`src/rtl/mem_port_arbiter_pkg.sv`:
```
// Shared encodings and defaults for the unified-memory port arbiter.
// Owner names carry an OWN_ prefix so they cannot collide with pipeline stage names.
package mem_port_arbiter_pkg;

  typedef enum logic [1:0] {
    IDLE,
    RD_WAIT,
    RESP
  } arb_state_e;

  typedef enum logic [1:0] {
    OWN_NONE,
    OWN_IF,
    OWN_DM
  } owner_e;

  localparam int DEF_MEM_LAT       = 2;
  localparam int DEF_MAX_DM_STREAK = 3;

endpackage

```
`src/rtl/arb_prio.sv`:
```
// Grant selection between fetch and data requesters, with a DM streak counter
// that forces a fetch grant once DM has won MAX_DM_STREAK times in a row.
module arb_prio
  import mem_port_arbiter_pkg::*;
#(
  parameter int MAX_DM_STREAK = DEF_MAX_DM_STREAK
) (
  input  logic   clk,
  input  logic   reset,
  input  logic   can_issue,
  input  logic   if_req,
  input  logic   if_kill,
  input  logic   dm_req,
  output owner_e grant
);

  localparam int SW = $clog2(MAX_DM_STREAK + 1);

  logic [SW-1:0] streak;
  logic          if_ok;

  assign if_ok = if_req && !if_kill;

  always_comb begin
    grant = OWN_NONE;
    if (can_issue) begin
      if (if_ok && streak == SW'(MAX_DM_STREAK)) grant = OWN_IF;
      else if (dm_req)                          grant = OWN_DM;
      else if (if_ok)                           grant = OWN_IF;
    end
  end

  // The streak only measures DM wins while a fetch is actually waiting.
  always_ff @(posedge clk or negedge reset) begin
    if (!reset) begin
      streak <= '0;
    end else if (!if_req || grant == OWN_IF) begin
      streak <= '0;
    end else if (grant == OWN_DM && streak != SW'(MAX_DM_STREAK)) begin
      streak <= streak + 1'b1;
    end
  end

endmodule

```
`src/rtl/mem_port_arbiter.sv`:
```
// Shares one single-port memory between the fetch and data-memory stages,
// sequencing fixed-latency reads and returning data with a one-cycle ready pulse.
module mem_port_arbiter
  import mem_port_arbiter_pkg::*;
#(
  parameter int MEM_LAT       = DEF_MEM_LAT,
  parameter int MAX_DM_STREAK = DEF_MAX_DM_STREAK,
  parameter int AW            = 32
) (
  input  logic          clk,
  input  logic          reset,
  input  logic          if_req,
  input  logic [AW-1:0] if_addr,
  input  logic          if_kill,
  output logic          if_ready,
  output logic [31:0]   if_rdata,
  input  logic          dm_req,
  input  logic          dm_wen,
  input  logic [AW-1:0] dm_addr,
  input  logic [31:0]   dm_wdata,
  output logic          dm_ready,
  output logic [31:0]   dm_rdata,
  output logic          mem_en,
  output logic          mem_wen,
  output logic [AW-1:0] mem_addr,
  output logic [31:0]   mem_wdata,
  input  logic [31:0]   mem_rdata,
  output logic          busy
);

  localparam int CW = (MEM_LAT > 1) ? $clog2(MEM_LAT) : 1;

  arb_state_e    state;
  owner_e        owner;
  owner_e        grant;
  logic [CW-1:0] lat_cnt;
  logic          kill_pend;
  logic          can_issue;
  logic          kill_hit;

  // Gating with reset keeps the memory strobe quiet while reset is held.
  assign can_issue = reset && (state == IDLE || state == RESP);
  assign kill_hit  = if_kill && state == RD_WAIT && owner == OWN_IF;

  arb_prio #(
    .MAX_DM_STREAK(MAX_DM_STREAK)
  ) u_arb_prio (
    .clk      (clk),
    .reset    (reset),
    .can_issue(can_issue),
    .if_req   (if_req),
    .if_kill  (if_kill),
    .dm_req   (dm_req),
    .grant    (grant)
  );

  always_comb begin
    mem_en    = (grant != OWN_NONE);
    mem_wen   = 1'b0;
    mem_addr  = '0;
    mem_wdata = '0;
    case (grant)
      OWN_IF: mem_addr = if_addr;
      OWN_DM: begin
        mem_addr  = dm_addr;
        mem_wen   = dm_wen;
        mem_wdata = dm_wdata;
      end
      default: ;
    endcase
  end

  assign busy     = (state != IDLE);
  assign if_ready = (state == RESP) && (owner == OWN_IF) && !kill_pend && !if_kill;
  assign dm_ready = (state == RESP) && (owner == OWN_DM);

  // A killed fetch still runs to completion on the memory side; only its result is dropped.
  always_ff @(posedge clk or negedge reset) begin
    if (!reset) begin
      state     <= IDLE;
      owner     <= OWN_NONE;
      lat_cnt   <= '0;
      kill_pend <= 1'b0;
      if_rdata  <= '0;
      dm_rdata  <= '0;
    end else begin
      case (state)
        IDLE, RESP: begin
          kill_pend <= 1'b0;
          if (grant == OWN_NONE) begin
            state <= IDLE;
            owner <= OWN_NONE;
          end else begin
            owner <= grant;
            if (grant == OWN_DM && dm_wen) begin
              state <= RESP;
            end else begin
              state   <= RD_WAIT;
              lat_cnt <= CW'(MEM_LAT - 1);
            end
          end
        end
        RD_WAIT: begin
          if (kill_hit) kill_pend <= 1'b1;
          if (lat_cnt == '0) begin
            state <= RESP;
            if (owner == OWN_DM) dm_rdata <= mem_rdata;
            else if (!kill_pend && !kill_hit) if_rdata <= mem_rdata;
          end else begin
            lat_cnt <= lat_cnt - 1'b1;
          end
        end
        default: state <= IDLE;
      endcase
    end
  end

endmodule

```
`config.mk`:
```
export PLATFORM = sky130hd
export DESIGN_NAME = mem_port_arbiter
export DESIGN_NICKNAME = d
export VERILOG_FILES = /design/src/rtl/mem_port_arbiter_pkg.sv /design/src/rtl/arb_prio.sv /design/src/rtl/mem_port_arbiter.sv
export SDC_FILE = /design/constraint.sdc
export NUM_CORES = 1
export LEC_CHECK = 0
export BUFFER_PORTS_ARGS = -buffer_cell sky130_fd_sc_hd__buf_2
export CAP_MARGIN = 10
export CORE_AREA = 3 3 104 106
export CTS_CLUSTER_SIZE = 30
export DETAILED_ROUTE_END_ITERATION = 16
export DIE_AREA = 0 0 107 109
export GPL_ROUTABILITY_DRIVEN = 0
export PLACE_DENSITY_LB_ADDON = 0.25
export SLEW_MARGIN = 20
export SYNTH_ARGS = -nofsm -noshare
export SYNTH_HDL_FRONTEND = slang
export SYNTH_HIERARCHICAL = 1
export SYNTH_SLANG_ARGS = --single-unit
```
`constraint.sdc`:
```
create_clock -name clk -period 2.6 [get_ports clk]
set_input_delay 0.39 -clock clk [delete_from_list [all_inputs] [get_ports clk]]
set_output_delay 0.39 -clock clk [all_outputs]
set_load 0.01 [all_outputs]
```
==> out/qor.yml, run 1 <==
status:
  run_status: "complete, no violations"
yosys:
  syn_avg_cell_area_sq_um: 12.08
  synth_cell_type_count: 33
  synth_top_area_share_pct: 50.07
  synth_top_area_cell: "dfrtp_1"
  syn_nets: 436
  synth_cells: 298
  yosys_warnings: 6
  ys_ff_latch: 72
  netlist_area_sq_mm: 0.003598
  yosys-top-cells-area: "dfrtp_1 50%, mux2_2 19%, a22oi_1 6.7%"
  synth-seq-area-share_pct: 50.07
worst_setup_path:
  cpLargestDelayFamily: "buffers and inverters"
  cp_slowest_cell: "dfrtp_1"
  cp-start-kind: "flop"
  worstSetupEndpointType: "output port"
  crit_type: "flop to output port"
  regToRegEndpoint: "if_rdata[9]"
  worst-path-buf-inv: 4
  crit_fanout: 8
  worstPathArrival_ns: 2.18
  timing.rr.start: "state[0]"
  required_ns: 2.21
  regToRegSetupSlack_ns: 0.47
  worstRegToRegCells: 5
  crit_path_cell_trace: "ha_4 -> nand2b_4 -> and3_4 -> inv_4 -> ha_4 -> buf_12 -> clkbuf_16 -> a22oi_2 -> nor2b_1 -> buf_2"
  crit_path_start: "u_arb_prio/streak[1]"
  critPathMaxStageDelay_ns: 0.41
  cpMostUsedCell: "ha_4"
floorplan:
  die_h_microns: 109
  io_pins: 267
  dieArea_sq_mm: 0.01166
  die_x_microns: 107
  rows: 36
  start_util_pct: 36.48
  core_area_sq_mm: 0.009864
min_path:
  holdPathStages: 2
  hold_class: "input port to flop"
  hp-start: "mem_rdata[25]"
  whs_endpoint: "if_rdata[25]"
finish:
  areaGrowthSynthToFinish_pct: 54.97
  nFillCells: 879
  layoutNonFillerInstCount: 710
  fin_nets: 710
  multi_input_area_sq_mm: 0.001798
  seqCellArea_sq_mm: 0.001802
  antenna_cells: 0
  final_layout_size_suffix_gt1_share_pct: 67.59
drt:
  wirelength_microns: 11520
  drtAntennaViolNets: 0
  drc: 0
  routed_via_density: 4.676
  drt-initial-drc-count: 141
  wl_met2_microns: 6218
  drt-pass1-iter-count: 4
  drt-met1-wl_microns: 4313
  met3_length_microns: 867
  maxUsedRoutingLayer: "met4"
  routedWlPerCell_microns: 16.23
  vias: 3320
sta:
  finalMaxSlewViolations: 0
  timing.fmax_mhz: 389.6
  finalSetupViolCount: 0
  hold_ws_ns: 0.2865
  hold_viol: 0
  fin_tns_setup_ns: 0
  fin_crit_ns: 2.567
  rsz0062_at_grt: "yes"
  skew_ns: 0.006758
  period_share_pct: 98.73
  slew_headroom_pct: 42.13
  tightest_slew_ns: 0.8680
cts:
  numCtsBuffers: 9
  cts_tree: "done"
  cts-root-buf: "clkbuf_8"
  clkLatencyLatePin_ns: 0.34
  cts_hold_buf: 0
  clk_pin_slew_ns: 0.09
  htreeDepth: 3
  clock_sinks: 72
  cts_buffer_depth: 2
place:
  hpwl_microns: 8898
  io_buffers: 266
  place_inst: 685
global_routing:
  grt_first_pass_wirelength_microns: 17360
  grt.overflow.total: 0
  antenna_found_initial: 0
  grt_pass1_vias: 3460
  grt_max_degree: 73
  grt_usage_pct: 19.05
pwr:
  cellLeakagePower_nw: 2.796
  ir_worst_vdd_uv: 349.8
  power_mw: 5.020
  p_per_area_mw_per_mm2: 900.3
run:
  timing.max_cap.violations: 0
## routing by layer
layer  vias up  global-route usage (%)
li1       1603                       -
met1      1562                   21.74
met2       147                   35.43
met3         8                   5.210
met4         0                   4.475
met5         -                       0
## final cells by class
cell class	instances	area share (%)
flip-flops and latches	72	32.31
multi-input cells	200	32.24
repair buffers	283	28.72
well taps	133	2.984
clock buffers	9	2.221
clock inverters	7	1.077
inverters	6	0.4487
## flip-flops by register name (all words and copies together), names as in the netlist
name / count
owner: 2
u_arb_prio/streak: 2
state: 2
kill_pend: 1
dm_rdata: 32
if_rdata: 32
lat_cnt: 1
## repair_timing
action                                  CTS  global route
gates cloned                              2             2
resized for setup                         8            20
pin swaps                                 1             4
endpoints found under the setup margin   65            65
setup buffers                             2             3
## cells by family (layout without fill, tap and decap cells)
family | Yosys count | after routing | synth area share [%]
compound gates | 45 | 45 | 9.771
mux | 64 | 64 | 20.03
flops | 72 | 72 | 50.07
buf+inv | 26 | 305 | 3.338
simple gates | 87 | 87 | 15.40
fa+ha+maj | 4 | 4 | 1.391
## worst reg2reg max path, delay by kind of cell (launching register included)
kind                   cells  cell delay (ns)
AO/OA/AOI/OAI              1             0.35
buffers and inverters      2             0.46
flip-flops                 1             0.40
multiplexers               1             0.37
AND/OR/NAND/NOR            1             0.43
## cells in the mapped netlist
| cell type | number |
|---|---|
| inv_1 | 6 |
| and2_1 | 32 |
| dfrtp_1 | 72 |
| o21a_1 | 1 |
| nand2b_1 | 2 |
| nor2_1 | 2 |
| a21boi_0 | 1 |
| a31oi_1 | 1 |
| o31ai_1 | 3 |
| a22oi_1 | 32 |
| nor2b_1 | 35 |
| mux2_1 | 2 |
| a2111oi_4 | 1 |
| a21oi_1 | 2 |
| buf_6 | 3 |
| or3b_1 | 1 |
| buf_1 | 1 |
| a21boi_1 | 1 |
| ha_1 | 4 |
| nand3_1 | 1 |
| nand3b_1 | 1 |
| clkbuf_1 | 16 |
| a211oi_2 | 1 |
| mux2_2 | 62 |
| nor2b_2 | 1 |
| and4bb_1 | 1 |
| nand4b_1 | 1 |
| and3b_1 | 2 |
| and3_4 | 1 |
| or2_2 | 1 |
| nand2_1 | 5 |
| o21ai_0 | 2 |
| and4b_1 | 1 |
## power breakdown
| part | leakage [nW] | switching (mW) | internal, mW |
|---|---|---|---|
| clock | 0.0848 | 0.458 | 0.362 |
| combinational | 1.86 | 1.05 | 1.23 |
| sequential | 0.853 | 0.261 | 1.66 |
## per-stage QoR
stage / utilization (%) / area [sq um] / worst slack, ns
finish: 56.53 / 5577 / 0.03300
global route: 56.53 / 5577 / -0.07554
CTS: 54.88 / 5414 / -0.02435
detailed placement: 51.81 / 5111 / 0.1073
global placement: 51.81 / 5111 / 0.2051
floorplan: - / 3598 / 0.1157
## worst max-delay path by stage
| stage | endpoint | slack [ns] | cells past startpoint |
|---|---|---|---|
| 2_1_floorplan | mem_addr[11] | 0.12 | 9 |
| 3_3_place_gp | mem_addr[12] | 0.21 | 10 |
| 3_5_place_dp | mem_addr[12] | 0.11 | 10 |
| 4_1_cts | mem_addr[4] | -0.02 | 9 |
| 5_1_grt | mem_addr[4] | -0.08 | 10 |
| 6_report | mem_addr[9] | 0.03 | 10 |
## cells in the final DEF (no fill, tap or decap), drive strengths merged
| cell type | count |
|---|---|
| buf | 280 |
| dfrtp | 72 |
| mux2 | 64 |
| nor2b | 36 |
| and2 | 32 |
| a22oi | 32 |
| clkbuf | 11 |
| inv | 10 |
| nand2 | 5 |
| ha | 4 |
| o31ai | 3 |
| clkinvlp | 3 |
| nor2 | 2 |
| and3b | 2 |
| o21ai | 2 |
| a21boi | 2 |
| a21oi | 2 |
| nand2b | 2 |
| or2 | 1 |
| and4b | 1 |
| nand3 | 1 |
| or3b | 1 |
| a2111oi | 1 |
| nand3b | 1 |
| o21a | 1 |
| bufbuf | 1 |
| and3 | 1 |
| nand4b | 1 |
| a211oi | 1 |
| and4bb | 1 |
| a31oi | 1 |
Power figures use the tool's default switching activity.
==> run 2: changes to the inputs <==
--- a/config.mk
+++ b/config.mk
@@ -8,11 +8,11 @@
 export BUFFER_PORTS_ARGS = -buffer_cell sky130_fd_sc_hd__buf_2
 export CAP_MARGIN = 10
 export CORE_AREA = 3 3 104 106
-export CTS_CLUSTER_SIZE = 30
+export CTS_CLUSTER_SIZE = 16
 export DETAILED_ROUTE_END_ITERATION = 16
 export DIE_AREA = 0 0 107 109
 export GPL_ROUTABILITY_DRIVEN = 0
-export PLACE_DENSITY_LB_ADDON = 0.25
+export PLACE_DENSITY_LB_ADDON = 0.2
 export SLEW_MARGIN = 20
 export SYNTH_ARGS = -nofsm -noshare
 export SYNTH_HDL_FRONTEND = slang
==> out/qor.yml, run 2 (same netlist as run 1, synthesis figures left out) <==
min_path:
  whs_endpoint: "if_rdata[3]"
  holdPathStages: 2  # unchanged
  hp-start: "mem_rdata[3]"
  hold_class: "input port to flop"
pwr:
  p_per_area_mw_per_mm2: 901.0  # about the same
  cellLeakagePower_nw: 2.793  # -0.14%
  ir_worst_vdd_uv: 356.3  # +1.9%
place:
  dpl_worst_slack_ns: 0.08619  # -0.02107 ns
  postPlaceCellArea_sq_mm: 0.005091  # -0.39%
  place_inst: 685  # unchanged
  hpwl_microns: 9023  # +1.4%
  io_buffers: 266  # unchanged
worst_setup_path:
  crit_type: "flop to output port"
  worstSetupEndpointType: "output port"
  cp_slowest_cell: "dfrtp_1"
  worstRegToRegCells: 5  # unchanged
  crit_path_cell_trace: "ha_4 -> nand2b_4 -> and3_4 -> inv_6 -> ha_4 -> clkbuf_16 -> a22oi_1 -> nor2b_1 -> buf_2"
  worst-path-buf-inv: 3  # -1
  timing.rr.start: "state[0]"
  worstPathArrival_ns: 2.15  # -0.03 ns
  cpLargestDelayFamily: "simple AND/OR/NAND/NOR gates"
  crit_fanout: 7  # -1
  cpMostUsedCell: "ha_4"
  cp-start-kind: "flop"
  regToRegEndpoint: "if_rdata[17]"
  critPathMaxStageDelay_ns: 0.42  # about the same
  required_ns: 2.21  # about the same
  regToRegSetupSlack_ns: 0.39  # -0.08 ns
finish:
  final_layout_size_suffix_gt1_share_pct: 67.82  # +0.23 points
  post-route-util_pct: 56.41  # -0.13 points
  layoutNonFillerInstCount: 711  # +0.14%
  fin_nets: 711  # +0.14%
  antenna_cells: 0  # unchanged
  final_common_cell: "buf_2"
  reg_top3: "dm_rdata (32), if_rdata (32)"
  nFillCells: 890  # +1.3%
  final_cell_mix: "266 x buf_2, 72 x dfrtp_1, 62 x mux2_2"
  post-route-cell-area_sq_mm: 0.005564  # -0.22%
  areaGrowthSynthToFinish_pct: 54.62
global_routing:
  grt_usage_pct: 18.51  # -0.54 points
  grt_max_degree: 73  # unchanged
  grt_pass1_vias: 3312  # -4.3%
  grt.overflow.total: 0  # unchanged
  grt_first_pass_wirelength_microns: 16840  # -3.0%
  antenna_found_initial: 0  # unchanged
floorplan:
  dieArea_sq_mm: 0.01166  # unchanged
  die_h_microns: 109  # unchanged
  io_pins: 267  # unchanged
  die_x_microns: 107  # unchanged
  core_area_sq_mm: 0.009864  # unchanged
  rows: 36  # unchanged
  start_util_pct: 36.48  # unchanged
sta:
  period_share_pct: 97.77  # -0.96 points
  slew_headroom_pct: 41.14  # -1.0 points
  hold_viol: 0  # unchanged
  setup_ws_ns: 0.05797  # +0.02497 ns
  hold_ws_ns: 0.2907  # +0.004246 ns
  fin_crit_ns: 2.542  # -0.02497 ns
  finalMaxSlewViolations: 0  # unchanged
  tightest_slew_ns: 0.8830  # +0.01493 ns
  timing.fmax_mhz: 393.4  # +0.98%
  rsz0062_at_grt: "yes"
  skew_ns: 0.009039  # +0.002281 ns
  finalSetupViolCount: 0  # unchanged
drt:
  routed_via_density: 4.771  # +2.0%
  drt-initial-drc-count: 106  # -25%
  drc: 0  # unchanged
  vias: 3392  # +2.2%
  wirelength_microns: 11540  # +0.16%
  drtAntennaViolNets: 0  # unchanged
  routedWlPerCell_microns: 16.23  # about the same
  drt-pass1-iter-count: 5  # +1
cts:
  cts_hold_buf: 0  # unchanged
  cts_buffer_depth: 2  # unchanged
  clkLatencyLatePin_ns: 0.34  # about the same
  numCtsBuffers: 9  # unchanged
  clk_pin_slew_ns: 0.08  # about the same
  cts-root-buf: "clkbuf_8"
  clock_sinks: 72  # unchanged
  cts_tree: "done"
  htreeDepth: 3  # unchanged
run:
  timing.max_cap.violations: 0  # unchanged
status:
  run_status: "complete, no violations"
-- run 2: cell type report --
| type | count | area [sq um] | share of cell area [%] |
|---|---|---|---|
| multi-input cells | 200 | 1815 | 32.63 |
| flip-flops and latches | 72 | 1802 | 32.38 |
| repair buffers | 284 | 1567 | 28.15 |
| well taps | 133 | 166.4 | 2.991 |
| clock buffers | 9 | 123.9 | 2.226 |
| clock inverters | 7 | 62.56 | 1.124 |
| inverters | 6 | 27.53 | 0.4947 |
-- run 2: where the power goes --
group / internal [mW] / switching, mW / total (mW)
combinational: 1.21 / 1.06 / 2.27
sequential: 1.66 / 0.261 / 1.92
clock: 0.366 / 0.452 / 0.818
total: 3.24 / 1.78 / 5.01
-- run 2: how the worst max path moves through the flow --
stage	depth (start not counted)	from	end	slack [ns]
detailed placement	9	reset	mem_addr[5]	0.09
CTS	8	u_arb_prio/streak[0]	mem_addr[5]	-0.003
floorplan	9	state[0]	mem_addr[11]	0.12
global placement	9	reset	mem_addr[5]	0.14
finish	9	u_arb_prio/streak[1]	mem_addr[6]	0.06
global route	9	u_arb_prio/streak[1]	mem_addr[3]	-0.04
-- run 2: metal layers --
metal / routed length (microns) / vias up / global-route usage [%]
li1: - / 1601 / -
met1: 4449 / 1619 / 21.05
met2: 6027 / 162 / 34.08
met3: 903 / 10 / 4.796
met4: 159 / 0 / 5.662
met5: 0 / - / 0
-- run 2: metrics by stage --
step                power (mW)  setup TNS, ns
global route             5.350        -0.5483
finish                   5.013              0
global placement         4.062              0
detailed placement       4.131              0
CTS                      5.002      -0.002867
floorplan                3.171              0
-- run 2: worst register-to-register path, delay by kind of cell (launching register included) --
kind / cells / cell delay (ns)
and+or+nand+nor: 1 / 0.44
muxes: 1 / 0.38
buffers and inverters: 2 / 0.55
DFF: 1 / 0.40
AOI/OAI and AO/OA: 1 / 0.34
-- run 2: what timing repair did --
| item | 4_1_cts | 5_1_grt |
|---|---|---|
| endpoints found under the hold margin | 0 | 0 |
| pin swaps | 0 | 1 |
| cloned | 1 | 2 |
| setup buffers | 2 | 5 |
| gates resized for setup | 10 | 25 |
| endpoints found under the setup margin | 64 | 62 |
